### src/rtl/serial_acc_pkg.sv
// Shared types and default sizing for the multi-channel digit-serial accumulator.
package serial_acc_pkg;

   typedef enum logic [1:0] {
      IDLE = 2'd0,
      ADD  = 2'd1,
      DONE = 2'd2
   } state_t;

   localparam int N_DEF  = 16;
   localparam int D_DEF  = 4;
   localparam int CH_DEF = 4;

endpackage

### src/rtl/serial_digit_adder.sv
// D-bit ripple adder for one digit; also exposes the carry into the digit MSB
// so the caller can detect signed overflow on the most significant digit.
module serial_digit_adder #(
   parameter int D = 4
) (
   input  logic [D-1:0] a,
   input  logic [D-1:0] b,
   input  logic         cin,
   output logic [D-1:0] sum,
   output logic         cout,
   output logic         c_msb
);

   always_comb begin
      logic carry;
      carry = cin;
      sum   = '0;
      c_msb = cin;
      for (int i = 0; i < D; i++) begin
         if (i == D - 1) c_msb = carry;
         sum[i] = a[i] ^ b[i] ^ carry;
         carry  = (a[i] & b[i]) | (carry & (a[i] ^ b[i]));
      end
      cout = carry;
   end

endmodule

### src/rtl/multi_serial_accumulator.sv
// CH-channel accumulator that adds/subtracts one N-bit operand D bits per clock.
// Define SERIAL_ACC_SAT_EN to saturate on signed overflow instead of wrapping.
module multi_serial_accumulator
   import serial_acc_pkg::*;
#(
   parameter  int N  = N_DEF,
   parameter  int D  = D_DEF,
   parameter  int CH = CH_DEF,
   localparam int CW = (CH > 1) ? $clog2(CH) : 1
) (
   input  logic          clk,
   input  logic          reset,
   input  logic          in_valid,
   output logic          in_ready,
   input  logic [CW-1:0] in_ch,
   input  logic [N-1:0]  in_data,
   input  logic          in_sub,
   input  logic          clear_all,
   output logic          out_valid,
   output logic [CW-1:0] out_ch,
   output logic [N-1:0]  out_sum,
   output logic          out_ovf,
   output logic          out_err
);

   localparam int DIG  = N / D;
   localparam int CNTW = (DIG > 1) ? $clog2(DIG) : 1;
   localparam logic [CW:0] CH_L = (CW + 1)'(CH);

   if (N % D != 0) begin : g_bad_digit
      $error("multi_serial_accumulator: N must be a multiple of D");
   end

   state_t            state, state_nxt;
   logic [CNTW-1:0]   cnt;
   logic              carry;
   logic [N-1:0]      acc [CH];
   logic [N-1:0]      acc_sh, op_sh, res_sh;
   logic [CW-1:0]     ch_q;
   logic              err_q;
   logic              accept, last, bad_ch, ovf;
   logic [D-1:0]      dsum;
   logic              dcout, dmsb;
   logic signed [N-1:0] wrapped, stored;

`ifdef SERIAL_ACC_SAT_EN
   function automatic logic signed [N-1:0] saturate(input logic signed [N-1:0] value,
                                                    input logic overflow,
                                                    input logic msb_carry);
      if (!overflow) return value;
      // Carry out of the MSB on overflow means both operands were negative.
      if (msb_carry) return {1'b1, {(N-1){1'b0}}};
      return {1'b0, {(N-1){1'b1}}};
   endfunction
`endif

   assign accept  = in_valid && in_ready;
   assign last    = (cnt == CNTW'(DIG - 1));
   assign bad_ch  = ({1'b0, in_ch} >= CH_L);
   assign wrapped = N'({dsum, res_sh} >> D);
   assign ovf     = dmsb ^ dcout;

`ifdef SERIAL_ACC_SAT_EN
   assign stored = saturate(wrapped, ovf, dcout);
`else
   assign stored = wrapped;
`endif

   serial_digit_adder #(.D(D)) u_digit (
      .a     (acc_sh[D-1:0]),
      .b     (op_sh[D-1:0]),
      .cin   (carry),
      .sum   (dsum),
      .cout  (dcout),
      .c_msb (dmsb)
   );

   always_ff @(posedge clk or posedge reset) begin
      if (reset) state <= IDLE;
      else       state <= state_nxt;
   end

   always_comb begin
      state_nxt = state;
      in_ready  = 1'b0;
      out_valid = 1'b0;
      case (state)
         IDLE: begin
            in_ready = !clear_all;
            if (in_valid && !clear_all) state_nxt = ADD;
         end
         ADD: begin
            if (clear_all) state_nxt = IDLE;
            else if (last) state_nxt = DONE;
         end
         DONE: begin
            out_valid = 1'b1;
            state_nxt = IDLE;
         end
         default: state_nxt = IDLE;
      endcase
   end

   always_ff @(posedge clk or posedge reset) begin
      if (reset) begin
         cnt     <= '0;
         carry   <= 1'b0;
         acc_sh  <= '0;
         op_sh   <= '0;
         res_sh  <= '0;
         ch_q    <= '0;
         err_q   <= 1'b0;
         out_sum <= '0;
         out_ch  <= '0;
         out_ovf <= 1'b0;
         out_err <= 1'b0;
         for (int i = 0; i < CH; i++) acc[i] <= '0;
      end else begin
         if (accept) begin
            // Subtraction is the add of ~in_data with the +1 fed in as initial carry.
            ch_q   <= in_ch;
            err_q  <= bad_ch;
            acc_sh <= bad_ch ? '0 : acc[in_ch];
            op_sh  <= in_sub ? ~in_data : in_data;
            carry  <= in_sub;
            cnt    <= '0;
         end else if (state == ADD && !clear_all) begin
            acc_sh <= acc_sh >> D;
            op_sh  <= op_sh >> D;
            res_sh <= wrapped;
            carry  <= dcout;
            cnt    <= cnt + 1'b1;
            if (last) begin
               out_ch  <= ch_q;
               out_err <= err_q;
               if (err_q) begin
                  out_sum <= '0;
                  out_ovf <= 1'b0;
               end else begin
                  out_sum    <= stored;
                  out_ovf    <= ovf;
                  acc[ch_q]  <= stored;
               end
            end
         end
         if (clear_all) begin
            for (int i = 0; i < CH; i++) acc[i] <= '0;
         end
      end
   end

endmodule

### config.mk
export PLATFORM = sky130hd
export DESIGN_NAME = multi_serial_accumulator
export DESIGN_NICKNAME = d
export VERILOG_FILES = /design/src/rtl/serial_acc_pkg.sv /design/src/rtl/serial_digit_adder.sv /design/src/rtl/multi_serial_accumulator.sv
export SDC_FILE = /design/constraint.sdc
export NUM_CORES = 1
export LEC_CHECK = 0
export BUFFER_PORTS_ARGS = -buffer_cell sky130_fd_sc_hd__buf_2
export CAP_MARGIN = 5
export CORE_UTILIZATION = 27
export CTS_CLUSTER_DIAMETER = 60
export DETAILED_ROUTE_END_ITERATION = 8
export HOLD_SLACK_MARGIN = 0.15
export PLACE_DENSITY = 0.42
export SLEW_MARGIN = 30
export SYNTH_ARGS = -nofsm -noshare
export SYNTH_HDL_FRONTEND = slang
export SYNTH_SLANG_ARGS = --single-unit
### constraint.sdc
create_clock -name clk -period 4.76 [get_ports clk]
set_input_delay 0 -clock clk [delete_from_list [all_inputs] [get_ports clk]]
set_output_delay 0 -clock clk [all_outputs]
set_load 0.02 [all_outputs]
# After elaboration in Yosys (flattened, before gate mapping)
# Index checks and enable logic that the tools add are counted.
word_totals:
  regBits: 138
  latchBits: 0
  mem_bits_rw: 0
  mem_bits_ro: 0
  input_bits: 23
  memories: 0
op_classes:
  addsub: 1
  n_mul: 0
  div: 0
  magnitude_cmp: 3
  eq_ne: 6
  shifts: 0
  muxes: 25
  n_bitwise: 25
  n_reduce_logical: 13
ops:
  columns: ["operator", "n"]
  rows:
  - ["2-to-1 mux 64 bit", 4]
  - ["2-to-1 mux 16 bit", 8]
  - ["bitwise mux 64 bit", 1]
  - ["binary-select mux 16 bit (select 2 bit)", 1]
  - ["demux 16 bit (select 2 bit)", 1]
  - ["inverter 16 bit", 1]
  - ["2-to-1 mux 2 bit", 5]
  - ["XOR 1 bit", 9]
  - ["AND 1 bit", 8]
  - [">= comparator 3 bit, second input constant", 2]
  - ["inverter 2 -> 3 bit", 2]
  - ["AND reduction 3 bit", 2]
  - ["nonzero test 2 bit", 3]
  - ["equality test 2 bit, second input constant", 2]
  - ["logical AND 1 bit", 4]
  - ["2-to-1 mux 1 bit", 4]
  - ["inequality test 2 bit, second input constant", 2]
  - ["OR 1 bit", 4]
  - ["one-hot mux 2 bit (2 select lines)", 1]
  - ["AND reduction 2 bit", 2]
  - ["< comparator 3 x 1 -> 1 bit, second input constant", 1]
  - ["inequality test 3 bit, second input constant", 1]
  - ["adder 2 x 1 -> 2 bit, second input constant", 1]
  - ["equality test 2 x 1 -> 1 bit, second input constant", 1]
  - ["3 further kinds", 3]

# Logic depth before layout (Yosys ltp)
# Gate-level depths: netlist of run 1.
depth:
  ltp_word: 13
  ltp_mapped: 10

# Cells and area by module
# Synthesis of run 1 repeated with hierarchy kept, for this count alone.
unflattened:
  hier_cells: 478
  hier_area_um2: 5989.5
by_module_without_submodules:
  columns: ["module", "instances", "cells_per_inst", "area_per_inst_um2", "seq_area_each_um2"]
  rows:
  - ["multi_serial_accumulator", 1, 466, 5879.4, 3353.2]
  - ["serial_digit_adder", 1, 12, 110.1, 0.0]

# Worst setup path before layout of run 1
# Ideal clock, no wire load.
synth_timing:
  path_kind: "register -> register"
  from: "register carry"
  to: "register out_sum[15]"
  setup_ns: 0.125
  t_arrival_ns: 2.209
  t_required_ns: 4.635
  path_slack_ns: 2.426
  path_stages_with_launch: 10
  path_buffers: 0
  path_cell_list: "dfrtp_1 inv_1 fa_1 inv_1 fa_1 inv_1 fa_1 inv_1 fa_1 mux2_2"
synth_via:
  elab_chain_cells: 7
synth_lines:
  columns: ["item", "line_no", "rtl"]
  rows:
  - ["from (decl)", "multi_serial_accumulator.sv:36", "logic carry;"]
  - ["from (signal assigned)", "multi_serial_accumulator.sv:125", "carry <= in_sub;"]
  - ["from (signal assigned)", "multi_serial_accumulator.sv:131", "carry <= dcout;"]
  - ["AND 1 bit", "serial_digit_adder.sv:22", "carry = (a[i] & b[i]) | (carry & (a[i] ^ b[i]));"]
  - ["OR 1 bit", "serial_digit_adder.sv:22", null]
  - ["AND 1 bit", "serial_digit_adder.sv:22", null]
  - ["OR 1 bit", "serial_digit_adder.sv:22", null]
  - ["AND 1 bit", "serial_digit_adder.sv:22", null]
  - ["OR 1 bit", "serial_digit_adder.sv:22", null]
  - ["XOR 1 bit", "serial_digit_adder.sv:21", "sum[i] = a[i] ^ b[i] ^ carry;"]
  - ["named net dsum[3]", "multi_serial_accumulator.sv:42", "logic [D-1:0] dsum;"]
  - ["to (signal assigned)", "multi_serial_accumulator.sv:140", "out_sum <= stored;"]
  - ["to (decl)", "multi_serial_accumulator.sv:21", "output logic [N-1:0] out_sum,"]
# The timed path passes the listed nets, and every way through them passes these cells.
# A chain may end at the register's enable or synchronous reset.

# Final worst setup path of run 1
# Same ends and word-level chain as after synthesis.

==> reports/metrics.yaml, run 1 <==
power:
  p_clk_frac: 0.367
  combPwrFrac: 0.175
  powerDensity_mw_per_mm2: 457.3
  vdd_drop_max_v: 0.0001890
  p_sw_frac: 0.3203
  p_leak_nw: 3.314
  p_int_w: 0.002208
  seqPwrFrac: 0.458
  p_switching_w: 0.001040
sta:
  timing.final.crit_share: 0.5132
  period_minus_slack_ps: 2443
  rsz0062_at_grt: "false"
  fin_setup_tns_ps: 0
  hold_viol: 0
  relSlewSlack: 0.4027
  max_freq_mhz: 409.4
  setup_viol: 0
  hold-worst-slack_ps: 182.2
  fin_worst_skew_ps: 9.721
  slew_viol_final: 0
  worst_pin_slew_ps: 895.9
cells_and_area:
  fin_cells: 803
  finalNetCount: 539
  layout-drive-gt1-share: 0.2658
  final_common_cell: "dfrtp_1"
  diodes: 0
  area_growth_pct: 17.66
  final_cell_mix: "dfrtp_1, nand2_1, a22o_1, buf_2, dlygate4sd3_1"
clock_network:
  cts_setup_buffers: 0
  cts_made_buffers: 17
  cts_sinks: 134
  cts_root_buf: "clkbuf_16"
  clockBufferDepth: 2
  tritoncts: "done"
  h-tree-depth: 4
  clk_latency_ps: 420
  path_clk_slew_ps: 60
synth:
  synth_largest_area_cell: "dfrtp_1"
  synth_cell_types: 51
  ys.warnings.count: 0
  syn_inst: 463
  synth.top_cell.area_share: 0.5554
  async_flop_share: 1.000
  ys_top_cells_by_area: "dfrtp_1, a22o_1, nand2_1"
  syn_avg_cell_area_um2: 13.04
  synth-edff-count: 0
  netlist_area_mm2: 0.006037
  syn_nets: 491
  ys_ff_latch: 134
  seq_area_frac_synth: 0.5554
  yosys_most_used_dff: "dfrtp_1"
detailed_routing:
  first_pass_iters: 4
  drtIter0Drc: 208
  viasPerCell: 4.877
  wire_per_inst_um: 20.17
  drc: 0
  wl_um: 16200
  vias: 3916
  drtAntennaViolNets: 0
die:
  fp.dieH_um: 151.5
  io_pins: 45
  initial_core_util: 0.2758
  core-area_mm2: 0.02189
  die_x_um: 151.5
  rows: 54
  die-area_mm2: 0.02296
placement:
  numPortBuffers: 43
  gp_congestion: 0.6999
  place_inst: 753
  dp_hpwl_um: 9258
worst_setup_path:
  path_class: "register to register"
  cp.arrival_ps: 2750
  crit_path_top_delay_cell: "fa_1"
  crit_chain: "inv_1 -> fa_1 -> inv_1 -> fa_1 -> inv_1 -> fa_1 -> inv_1 -> fa_1 -> mux2_2"
  path_max_fanout: 6
  start_kind: "register"
  cp-end-kind: "register"
  cpPeakStageDelay_ps: 490
  required_ps: 5070
global_route:
  grt_usage: 0.1552
  grt_pass1_vias: 4209
  antenna_found_initial: 0
  grt_max_degree: 97
  grt.overflow.total: 0
  grt_pass1_wl_um: 25550
run:
  maxCapViolCount: 0
outcome:
  outcome: "finished, final reports clean"
min_path:
  min_path_type: "primary input to register"
## logic make-up after synthesis
logic type / count (synthesis) / synth area share
AO/OA/AOI/OAI: 104 / 0.1536
XOR/XNOR: 17 / 0.02466
adder cells (fa/ha/maj): 5 / 0.01534
buffers and inverters: 53 / 0.05555
flip-flops: 134 / 0.5554
multiplexers: 33 / 0.09347
other: 1 / 0.0006212
AND/OR/NAND/NOR: 116 / 0.1013
## registers in the layout (all words and copies together), names as in the netlist
signal   flops
state        2
ch_q         2
cnt          2
out_sum     16
acc_sh      16
op_sh       16
out_ch       2
res_sh      12
carry        1
out_ovf      1
acc         64
## power by group through the flow
stage               Clock, W  Sequential (W)  Combinational (W)
floorplan                  0         0.00151           0.000352
global placement           0         0.00150           0.000562
detailed placement         0         0.00151           0.000570
CTS                  0.00121         0.00149           0.000586
global route         0.00127         0.00152           0.000631
finish               0.00119         0.00149           0.000570
## worst paths after layout
kind,start,depth (start not counted),slack (ps),endpoint
worst min register to register,out_sum[12],2,480,out_sum[12]
worst min-delay path,in_sub,3,180,op_sh[6]
max in group asynchronous,reset,4,3490,op_sh[9]
min in group asynchronous,reset,3,230,out_sum[0]
worst max-delay path,carry,9,2320,out_sum[15]
worst max register to register,carry,9,2320,out_sum[15]
## critical path, delay by kind of cell (launching register included)
family,cells,cell delay [ps]
fa+ha+maj,4,1450
flops,1,320
mux,1,290
buf+inv,4,270
## Yosys cell counts (all sizes together) (2+ instances only)
cell and count:
a21oi 2, a221o 12, a221oi 2, a222oi 2, a22o 56, a31oi 6
and2 12, and3 2, buf 32, clkbuf 9, dfrtp 134, fa 4
inv 12, mux2 16, mux4 16, nand2 68, nand3 11, nor2 8
nor2b 3, nor3b 3, nor4b 2, o211ai 2, o21ai 10, o221a 3
o2bb2ai 8, xnor2 12, xor2 5
## repair_timing
action	in CTS	in global routing
hold endpoints to repair	113	0
hold buffers	19	0
gates resized for setup	0	0
## per-stage QoR
step	area [µm²]	power [W]	util	setup WS, ps
6_report	7103	0.003248	0.3245	2317
5_1_grt	7103	0.003422	0.3245	2202
4_1_cts	7101	0.003292	0.3244	2305
3_5_place_dp	6384	0.002080	0.2916	2312
3_3_place_gp	6381	0.002066	0.2915	2343
2_1_floorplan	6037	0.001859	-	1177
## metal layers
metal	part of all wire	GRT usage	vias up
li1	-	-	1773
met1	0.46	0.2024	2030
met2	0.48	0.2546	93
met3	0.049	0.03323	20
met4	0.016	0.05347	0
met5	0	0	-
## layout make-up
| cell class | count | area (µm²) |
|---|---|---|
| Clock inverter | 11 | 80.08 |
| Fill cell | 2222 | 14790 |
| Multi-Input combinational cell | 276 | 2355 |
| Tap cell | 280 | 350.3 |
| Clock buffer | 20 | 446.7 |
| Timing Repair Buffer | 70 | 465.4 |
| Inverter | 12 | 52.55 |
| Sequential cell | 134 | 3353 |
No activity file was read; power rests on OpenSTA's default activity.
==> run 2: changes to the inputs <==
==> constraint.sdc (replaced) <==
create_clock -name clk -period 2.4 [get_ports clk]
set_input_delay 0 -clock clk [delete_from_list [all_inputs] [get_ports clk]]
set_output_delay 0 -clock clk [all_outputs]
set_load 0.02 [all_outputs]
==> reports/metrics.yaml, run 2 (synthesis gave the netlist of run 1 again) <==
sta:
  max_freq_mhz: 419.4
  timing.final.crit_share: 0.9936
  setup_viol: 0
  fin_setup_tns_ps: 0
  period_minus_slack_ps: 2385
  relSlewSlack: 0.5479
  fin_worst_skew_ps: 10.61
  fin_ws_ps: 15.47
  slew_viol_final: 0
  hold_viol: 0
  worst_pin_slew_ps: 676.5
  rsz0062_at_grt: "true"
die:
  io_pins: 45
  core-area_mm2: 0.02189
  die-area_mm2: 0.02296
  die_x_um: 151.5
  rows: 54
  initial_core_util: 0.2758
  fp.dieH_um: 151.5
worst_setup_path:
  path_max_fanout: 6
  cp-end-kind: "register"
  start_kind: "register"
  path_class: "register to register"
  required_ps: 2710
  r2r_setup_slack_ps: 20
  cp.arrival_ps: 2690
cells_and_area:
  seq_area_mm2: 0.003353
  largest_register_ffs: 64
  multi_input_comb_area_mm2: 0.002362
  finalNetCount: 549
  layout-drive-gt1-share: 0.2940
  final_common_cell: "dfrtp_1"
  area_growth_pct: 20.46
  final_cell_mix: "dfrtp_1, nand2_1, a22o_1, buf_2, dlygate4sd3_1"
  diodes: 0
  largest-register: "acc"
  fillerInstances: 2205
  fin_cells: 814
detailed_routing:
  vias: 4024
  drc: 0
  viasPerCell: 4.943
  first_pass_iters: 5
  drtAntennaViolNets: 0
  wl_um: 16400
  wire_per_inst_um: 20.14
  drtIter0Drc: 248
min_path:
  min_path_type: "primary input to register"
global_route:
  grt_pass1_vias: 4221
  grt_max_degree: 95
  grt_usage: 0.1527
  grt_pass1_wl_um: 25300
  antenna_found_initial: 0
  grt.overflow.total: 0
clock_network:
  cts_made_buffers: 17
  clockBufferDepth: 2
  clk_latency_ps: 420
  cts_root_buf: "clkbuf_16"
  path_clk_slew_ps: 60
  cts_sinks: 134
  h-tree-depth: 4
  tritoncts: "done"
outcome:
  outcome: "finished, final reports clean"
power:
  finalPower_w: 0.006737
  p_leak_nw: 3.399
  vdd_drop_max_v: 0.0004136
  powerDensity_mw_per_mm2: 926.4
placement:
  place_inst: 764
  place_ws_ps: -51.74
  dp_hpwl_um: 9469
  gp_congestion: 0.7189
  numPortBuffers: 43
run:
  maxCapViolCount: 0
-- run 2: cell types whose count changed in the layout (fill, tap and decap cells not counted), moves of 2 or more --
cell	before	now
buf_4	8	16
fa_1	4	0
fa_2	0	4
inv_1	11	7
inv_2	0	4
buf_12	0	3
bufinv_16	0	2
inv_6	1	3
-- run 2: worst max-delay path, stage by stage, from the launching register on --
cell,delay (ps)
dfrtp_1,330
inv_2,50
fa_2,370
inv_2,60
fa_2,180
inv_2,40
fa_2,400
inv_2,70
fa_2,480
mux2_4,290
-- run 2: through the flow --
step           utilization  area (µm²)  hold slack [ps]
2_1_floorplan            -        6041            175.5
3_3_place_gp        0.2968        6496            102.3
3_5_place_dp        0.2968        6496            105.3
4_1_cts             0.3318        7263            181.0
5_1_grt             0.3322        7272            215.4
6_report            0.3322        7272            188.7
-- run 2: area by class of cell --
| type | instances | area share |
|---|---|---|
| Inverter | 12 | 0.006710 |
| Timing Repair Buffer | 80 | 0.07915 |
| Tap cell | 280 | 0.04818 |
| Clock buffer | 19 | 0.05953 |
| Clock inverter | 13 | 0.02047 |
| Multi-Input combinational cell | 276 | 0.3248 |
| Sequential cell | 134 | 0.4611 |
-- run 2: worst paths after layout --
kind	start	end	cells after the start
max reg2reg	carry	out_sum[15]	9
max in group asynchronous	reset	op_sh[9]	4
min in group asynchronous	reset	acc[0]	4
max	carry	out_sum[15]	9
min reg2reg	out_sum[12]	out_sum[12]	2
min	in_sub	op_sh[6]	3
-- run 2: power by group --
group          total, W  switching, W  internal, W
sequential      0.00295      0.000366      0.00259
combinational   0.00119      0.000701     0.000493
clock           0.00259       0.00105      0.00155
-- run 2: routing by layer --
layer	part of all wire	up-vias	track usage
li1	-	1791	-
met1	0.47	2132	0.1975
met4	0.019	0	0.05545
met3	0.032	19	0.03772
met5	0	-	0
met2	0.48	82	0.2473
-- run 2: timing repair --
action | CTS | global route
endpoints found under the hold margin | 151 | 0
pin swaps | 1 | 5
hold buffers | 18 | 0
buffers inserted | 0 | 0
endpoints found under the setup margin | 1 | 5
gates resized for setup | 3 | 6
cloned | 0 | 0
